**src/rtl/mem_bus_arbiter.sv**
```systemverilog
// Shared bus/RAM arbiter: selects one of NUM_CLIENTS requesters (round-robin or fixed priority)
// and sequences the access through SETUP, STROBE and HOLD phases on the bus and RAM strobes.
module mem_bus_arbiter #(
    parameter int NUM_CLIENTS   = 4,
    parameter int ADDR_WIDTH    = 17,
    parameter int DATA_WIDTH    = 8,
    parameter int RR_MODE       = 1,
    parameter int SETUP_CYCLES  = 1,
    parameter int STROBE_CYCLES = 2
) (
    input  logic                              clk16_i,
    input  logic                              reset_i,
    input  logic [NUM_CLIENTS-1:0]            req_i,
    input  logic [NUM_CLIENTS-1:0]            rw_n_i,
    input  logic [NUM_CLIENTS*ADDR_WIDTH-1:0] addr_i,
    input  logic [NUM_CLIENTS*DATA_WIDTH-1:0] wr_data_i,
    output logic [NUM_CLIENTS-1:0]            grant_o,
    output logic [NUM_CLIENTS-1:0]            ack_o,
    output logic [DATA_WIDTH-1:0]             rd_data_o,
    output logic                              busy_o,
    output logic [ADDR_WIDTH-1:0]             bus_addr_o,
    output logic                              bus_addr_oe,
    output logic                              bus_rw_no,
    input  logic [DATA_WIDTH-1:0]             bus_data_i,
    output logic [DATA_WIDTH-1:0]             bus_data_o,
    output logic                              bus_data_oe,
    output logic                              ram_oe_o,
    output logic                              ram_we_o
);
    localparam int PTR_W   = (NUM_CLIENTS > 1) ? $clog2(NUM_CLIENTS) : 1;
    localparam int MAX_CYC = (SETUP_CYCLES > STROBE_CYCLES) ? SETUP_CYCLES : STROBE_CYCLES;
    localparam int CNT_W   = $clog2(MAX_CYC + 1);
    localparam logic [CNT_W-1:0] SETUP_LAST  = CNT_W'(SETUP_CYCLES - 1);
    localparam logic [CNT_W-1:0] STROBE_LAST = CNT_W'(STROBE_CYCLES - 1);

    typedef enum logic [1:0] {ST_IDLE, ST_SETUP, ST_STROBE, ST_HOLD} state_t;

    state_t                state_reg, state_next;
    logic [CNT_W-1:0]      cnt_reg, cnt_next;
    logic [PTR_W-1:0]      owner_reg, last_grant_reg;
    logic [PTR_W-1:0]      win_next, cand_idx;
    logic                  win_found;
    int                    cand;
    logic                  rw_n_reg, rw_sel;
    logic [ADDR_WIDTH-1:0] addr_reg, addr_sel;
    logic [DATA_WIDTH-1:0] wr_data_reg, wr_data_sel, rd_data_reg;

    // Winner search: round-robin starts just past the last grant, fixed priority starts at 0.
    always_comb begin
        win_next  = '0;
        win_found = 1'b0;
        cand      = 0;
        cand_idx  = '0;
        for (int i = 0; i < NUM_CLIENTS; i++) begin
            if (RR_MODE != 0 && NUM_CLIENTS > 1) begin
                cand = int'(last_grant_reg) + 1 + i;
                if (cand >= NUM_CLIENTS) begin
                    cand = cand - NUM_CLIENTS;
                end
            end else begin
                cand = i;
            end
            cand_idx = PTR_W'(cand);
            if (!win_found && req_i[cand_idx]) begin
                win_found = 1'b1;
                win_next  = cand_idx;
            end
        end
    end

    always_comb begin
        addr_sel    = addr_i[ADDR_WIDTH-1:0];
        wr_data_sel = wr_data_i[DATA_WIDTH-1:0];
        rw_sel      = rw_n_i[0];
        for (int i = 1; i < NUM_CLIENTS; i++) begin
            if (win_next == PTR_W'(i)) begin
                addr_sel    = addr_i[i*ADDR_WIDTH +: ADDR_WIDTH];
                wr_data_sel = wr_data_i[i*DATA_WIDTH +: DATA_WIDTH];
                rw_sel      = rw_n_i[i];
            end
        end
    end

    always_ff @(posedge clk16_i or posedge reset_i) begin
        if (reset_i) begin
            state_reg <= ST_IDLE;
            cnt_reg   <= '0;
        end else begin
            state_reg <= state_next;
            cnt_reg   <= cnt_next;
        end
    end

    always_comb begin
        state_next = state_reg;
        cnt_next   = cnt_reg;
        case (state_reg)
            ST_IDLE: begin
                cnt_next = '0;
                if (win_found) begin
                    state_next = ST_SETUP;
                end
            end
            ST_SETUP: begin
                if (cnt_reg == SETUP_LAST) begin
                    state_next = ST_STROBE;
                    cnt_next   = '0;
                end else begin
                    cnt_next = cnt_reg + 1'b1;
                end
            end
            ST_STROBE: begin
                if (cnt_reg == STROBE_LAST) begin
                    state_next = ST_HOLD;
                    cnt_next   = '0;
                end else begin
                    cnt_next = cnt_reg + 1'b1;
                end
            end
            default: begin
                state_next = ST_IDLE;
                cnt_next   = '0;
            end
        endcase
    end

    // Request fields are captured once at grant so clients may change them afterwards.
    always_ff @(posedge clk16_i or posedge reset_i) begin
        if (reset_i) begin
            owner_reg      <= '0;
            last_grant_reg <= PTR_W'(NUM_CLIENTS - 1);
            rw_n_reg       <= 1'b1;
            addr_reg       <= '0;
            wr_data_reg    <= '0;
            rd_data_reg    <= '0;
        end else begin
            if (state_reg == ST_IDLE && win_found) begin
                owner_reg      <= win_next;
                last_grant_reg <= win_next;
                rw_n_reg       <= rw_sel;
                addr_reg       <= addr_sel;
                wr_data_reg    <= wr_data_sel;
            end
            if (state_reg == ST_STROBE && cnt_reg == STROBE_LAST && rw_n_reg) begin
                rd_data_reg <= bus_data_i;
            end
        end
    end

    generate
        for (genvar gi = 0; gi < NUM_CLIENTS; gi++) begin : g_client
            assign grant_o[gi] = (state_reg != ST_IDLE) && (owner_reg == PTR_W'(gi));
            assign ack_o[gi]   = (state_reg == ST_HOLD) && (owner_reg == PTR_W'(gi));
        end
    endgenerate

    always_comb begin
        busy_o      = (state_reg != ST_IDLE);
        bus_addr_oe = busy_o;
        bus_data_oe = busy_o && !rw_n_reg;
        ram_oe_o    = busy_o && rw_n_reg;
        ram_we_o    = (state_reg == ST_STROBE) && !rw_n_reg;
        bus_addr_o  = addr_reg;
        bus_rw_no   = rw_n_reg;
        bus_data_o  = wr_data_reg;
        rd_data_o   = rd_data_reg;
    end
endmodule

```
**config.mk**
```make
export PLATFORM = sky130hd
export DESIGN_NAME = mem_bus_arbiter
export DESIGN_NICKNAME = d
export VERILOG_FILES = /design/src/rtl/mem_bus_arbiter.sv
export SDC_FILE = /design/constraint.sdc
export NUM_CORES = 1
export LEC_CHECK = 0
export ABC_CLOCK_PERIOD_IN_PS = 2540
export BUFFER_PORTS_ARGS = -buffer_cell sky130_fd_sc_hd__buf_2
export CORE_AREA = 2 2 97 99
export CTS_CLUSTER_SIZE = 8
export DETAILED_ROUTE_END_ITERATION = 12
export DIE_AREA = 0 0 99 101
export PLACE_DENSITY = 0.66
export SYNTH_ARGS = -nofsm -noshare
export SYNTH_HDL_FRONTEND = slang
export SYNTH_SLANG_ARGS = --single-unit
```
**constraint.sdc**
```tcl
create_clock -name clk16_i -period 2.54 [get_ports clk16_i]
set_input_delay 0.254 -clock clk16_i [delete_from_list [all_inputs] [get_ports clk16_i]]
set_output_delay 0.254 -clock clk16_i [all_outputs]
set_load 0.005 [all_outputs]
```
==> After elaboration in Yosys (flattened, before gate mapping) <==
Index checks and enable logic that the tools add are counted.
{ "classes": {"n_lt_le_gt_ge": 8, "n_eq_ne": 13, "n_addsub": 9, "n_mux": 36, "n_reduce_logical": 26} }
{ "op_table": {"columns": ["operator", "count"], "rows": [
  ["17-bit 2-to-1 mux", 3],
  ["2-bit 2-to-1 mux", 13],
  ["8-bit 2-to-1 mux", 3],
  ["1-bit logical AND", 17],
  ["2-bit equality test, second input constant", 6],
  ["4-bit by 3-bit greater-or-equal comparator with 1-bit output, second input constant", 3],
  ["2-bit by 3-bit < comparator with 1-bit output, second input constant", 4],
  ["1-bit 2-to-1 mux", 11],
  ["3-bit by 2-bit adder with 4-bit output, second input constant", 2],
  ["1-bit binary-select mux with 2-bit select", 4],
  ["2-bit by 1-bit equality test with 1-bit output, second input constant", 4],
  ["2-bit by 1-bit subtractor with 2-bit output, second input constant", 4],
  ["2-bit logical NOT", 3],
  ["2-bit != test, second input constant", 3],
  ["2-bit one-hot mux with 3 select lines", 1],
  ["3-bit by 1-bit adder with 4-bit output, second input constant", 1],
  ["1-bit logical NOT", 4],
  ["2-bit one-hot mux with 2 select lines", 1],
  ["2-bit by 1-bit adder with 3-bit output, second input constant", 1],
  ["3-bit greater-or-equal comparator, second input constant", 1],
  ["3-bit AND reduction", 1],
  ["2-bit by 1-bit adder with 2-bit output, second input constant", 1],
  ["2-bit nonzero test", 1]
]} }
{ "word_totals": {"output_inout_bits": 47, "ff_bits": 42, "input_bits": 118} }

==> Depth between registers and ports, before layout <==
{ "logic_depth": {"word_depth": 19, "ltp_mapped": 8, "ltp_nobuf": 6} }

==> Worst setup path after synthesis <==
No wires, ideal clock.
{ "synth_path": {"path_kind": "reg2reg", "from": "register last_grant_reg[1]", "to": "register addr_reg[0] (netlist: bus_addr_o[0])", "synth_period_minus_slack_ns": 1.730, "stages_incl_launch_ff": 8, "n_path_buf": 3, "t_arrival_ns": 1.592, "setup_slack_ns": 0.810, "setup_ns": 0.138, "t_required_ns": 2.402, "cell_sequence": "dfstp_2 -> buf_6 -> mux2i_1 -> o221a_4 -> buf_12 -> buf_12 -> mux2i_1 -> o221ai_1"} }
{ "synth_between": {"elab_chain_len": 19, "elab_cells_between_ends": 45} }
{ "synth_rtl": {"columns": ["element", "line_no", "rtl"], "rows": [
  ["start, declared", "40", "logic [PTR_W-1:0] owner_reg, last_grant_reg;"],
  ["start signal, assigned", "131", "last_grant_reg <= PTR_W'(NUM_CLIENTS - 1);"],
  ["start signal, assigned", "139", "last_grant_reg <= win_next;"],
  ["2-bit by 1-bit adder with 3-bit output *", "56", "cand = int'(last_grant_reg) + 1 + i;"],
  ["parallel branches: the longest is 18 deep, another holds 3-bit by 1-bit adder with 4-bit output", null, null],
  ["end signal, assigned", "141", "addr_reg <= addr_sel;"],
  ["end, declared", "45", "logic [ADDR_WIDTH-1:0] addr_reg, addr_sel;"]
]} }
Every way passes the cells marked *. The select of a mux whose other input is x is not followed.
A chain may end at the register's enable or synchronous reset.

==> Worst setup path after layout <==
{ "layout_path": {"from": "register state_reg[0]", "to": "register wr_data_reg[5] (netlist: bus_data_o[5])"} }
{ "layout_between": {"elab_chain_len": 2} }
{ "layout_rtl": {"columns": ["element", "line_no", "rtl"], "rows": [
  ["start, declared", "38", "state_t state_reg, state_next;"],
  ["start signal, assigned", "89", "state_reg <= state_next;"],
  ["2-bit logical NOT", "137", "if (state_reg == ST_IDLE && win_found) begin"],
  ["1-bit logical AND", "137", null],
  ["end signal, assigned", "142", "wr_data_reg <= wr_data_sel;"],
  ["end, declared", "46", "logic [DATA_WIDTH-1:0] wr_data_reg, wr_data_sel, rd_data_reg;"]
]} }
No other way between the ends.

==> results.toml <==
[run_status]
outcome = "complete, no violations"

[final_layout]
fin_cells = 503
nets = 517
largest_register_ffs = 17
area_delta_synth_final_pct = 37.02
diodes = 0
layout-drive-gt1-share = 0.4923

[yosys]
ys_types = 35
syn_area_mm2 = 0.002602
async_reset_ff_frac = 1.000
yosysWarnings = 0
avgSynthCellArea_um2 = 11.12
synth-seq-cells = 42
synth_cells = 234
ys_seq_area_frac = 0.4053
ys.flop_type = "dfrtp_1"
synth_edf_count = 0
synth_nets = 360

[routing]
wl_per_cell_um = 14.01
drt_iter0_markers = 58
viasPerCell = 4.799
drc_errors = 0
vias = 2414
postRouteAntennaNets = 0
drt-total-wl_mm = 7.049
firstDrtPassIters = 4

[floorplan]
rows = 35
start_util = 0.2899
die_area_mm2 = 0.009999
die_height_um = 101
io_pins = 165
core_area_mm2 = 0.008977
die_w_um = 99

[worst_setup_path]
timing.rr.start = "state_reg[0]$_DFFE_PP0P_"
path_class = "register to register"
end_kind = "register"
cp_data_arrival_time_ps = 2330
critPathMaxFanout = 26
cp-start-kind = "register"
crit_required_ps = 2730
critPathLaunch = "state_reg[0]$_DFFE_PP0P_"

[grt]
grt_max_degree = 43
grt_pass1_wl_mm = 11.03
antenna_found_initial = 0
globalRoute.totalOverflow = 0
grt_use_total = 0.1369
grt_pass1_vias = 2392

[clock_network]
cts-htree-levels = 2
cts_setup_buffers = 0
postCtsResizedCells = 0
clock-sinks = 42
holdBufCountCts = 0
cts-root-buf = "clkbuf_8"
clock_path_buffers = 2
clk_latency_ps = 290
cts_tree = "yes"
numCtsBuffers = 5
clk_pin_slew_worst_paths_ps = 80

[placement]
dpl_worst_slack_ps = 374.3
port_buffers = 164
dpl.cell_count = 495
gp_congestion = 0.7768
hpwl_mm = 5.367

[sta]
hold_ws_ps = 150.8
min_period_ps = 2134
min_period_over_period = 0.8402
hold_viol = 0
max_freq_ghz = 0.4686
rsz0062_at_grt = "no"
slew_violations = 0
setup_viol = 0
tightest_slew_ps = 891.9
setup_tns_ps = 0
maxSlewHeadroom = 0.4045
timing.final.ws_setup_ps = 405.9
finClkSkew_ps = 4.303

[power]
switchingPower_w = 0.001440
p_leak_nw = 1.934
pwr-share-seq = 0.322
p_clk_frac = 0.168
power.density_mw_per_mm2 = 1082
p_int_w = 0.002416
power_w = 0.003857
ir_drop_mv = 0.4220
p_comb_frac = 0.509
p_sw_frac = 0.3734

[min_path]
hold_path_class = "primary input to asynchronous set/reset pin"

[run]
maxCapViolations = 0
metrics by stage:
step                        util  cell area, µm²
after floorplan                -            2603
after detailed placement  0.3813            3423
after CTS                 0.3972            3566
final                     0.3972            3566
after global routing      0.3972            3566
after global placement    0.3813            3423
cells by family (layout without fill, tap and decap cells):
kind of cell	Yosys count	after routing	share of synthesized area
compound gates	38	38	0.1255
fa+ha+maj	8	8	0.03846
buf+inv	27	185	0.08895
flops	42	42	0.4053
simple gates	58	58	0.1034
mux	61	61	0.2385
worst max-delay path, stage by stage, from the launching register on:
cell      delay (ps)
dfrtp_1          410
inv_1             90
ha_1             330
inv_1            120
nor2_1           300
nand2_2          430
o221ai_1         350
final timing paths:
| kind | endpoint | slack [ps] | depth (start not counted) |
|---|---|---|---|
| hold / removal | rd_data_o[5]$_DFFE_PP0P_ | 150 | 2 |
| max in group asynchronous | owner_reg[0]$_DFFE_PP0P_ | 1830 | 2 |
| hold reg to reg | bus_data_o[0]$_DFFE_PP0P_ | 480 | 2 |
| setup reg to reg | bus_data_o[5]$_DFFE_PP0P_ | 410 | 6 |
| min in group clk16_i | rd_data_o[5]$_DFFE_PP0P_ | 190 | 2 |
| setup / recovery | bus_data_o[5]$_DFFE_PP0P_ | 410 | 6 |
cell usage after synthesis, types with 2 or more instances:
cell	n	area (µm²)
buf_4	5	37.54
a21oi_1	3	15.01
clkbuf_1	2	7.510
and3_1	2	12.51
nand2_1	34	127.6
mux2_2	8	90.09
dfrtp_1	39	975.9
ha_1	8	100.1
nor2b_1	5	31.28
nor3b_1	3	22.52
buf_2	5	25.02
buf_12	6	120.1
dfstp_2	3	78.83
nor2_1	6	22.52
mux2i_1	53	530.5
o221ai_1	26	227.7
inv_1	8	30.03
cell type report:
class	count	area [µm²]
fill	887	5411
multi-input combinational	165	1316
sequential	42	1055
timing repair buffer	169	883.3
tap	111	138.9
clock buffer	6	82.58
clock inverter	2	60.06
inverter	8	30.03
layout by cell type (no fill, tap or decap), types with 2 or more instances in the layout:
cell type    n
nor3b_1      3
inv_1        7
buf_4        3
buf_12       2
dfrtp_1     39
nand2_1     34
nor2b_1      5
clkbuf_8     6
nor2_1       6
mux2_2       8
buf_2      164
a21oi_1      3
ha_1         8
and3_1       2
bufinv_16    2
mux2i_1     53
o221ai_1    26
dfstp_2      3
power groups by stage:
stage	logic [W]	clock network (W)	registers, W
5_1_grt	0.00220	0.000704	0.00129
2_1_floorplan	0.00147	0	0.00122
4_1_cts	0.00201	0.000679	0.00125
6_report	0.00196	0.000650	0.00124
3_3_place_gp	0.00195	0	0.00124
3_5_place_dp	0.00201	0	0.00125
metal layers:
metal | global-route usage | vias up | wire [µm]
met2 | 0.2614 | 110 | 3530
met4 | 0.02845 | 0 | 40
met3 | 0.03883 | 5 | 647
li1 | - | 1172 | -
met1 | 0.1503 | 1127 | 2830
met5 | 0 | - | 0
Power figures use the tool's default switching activity.
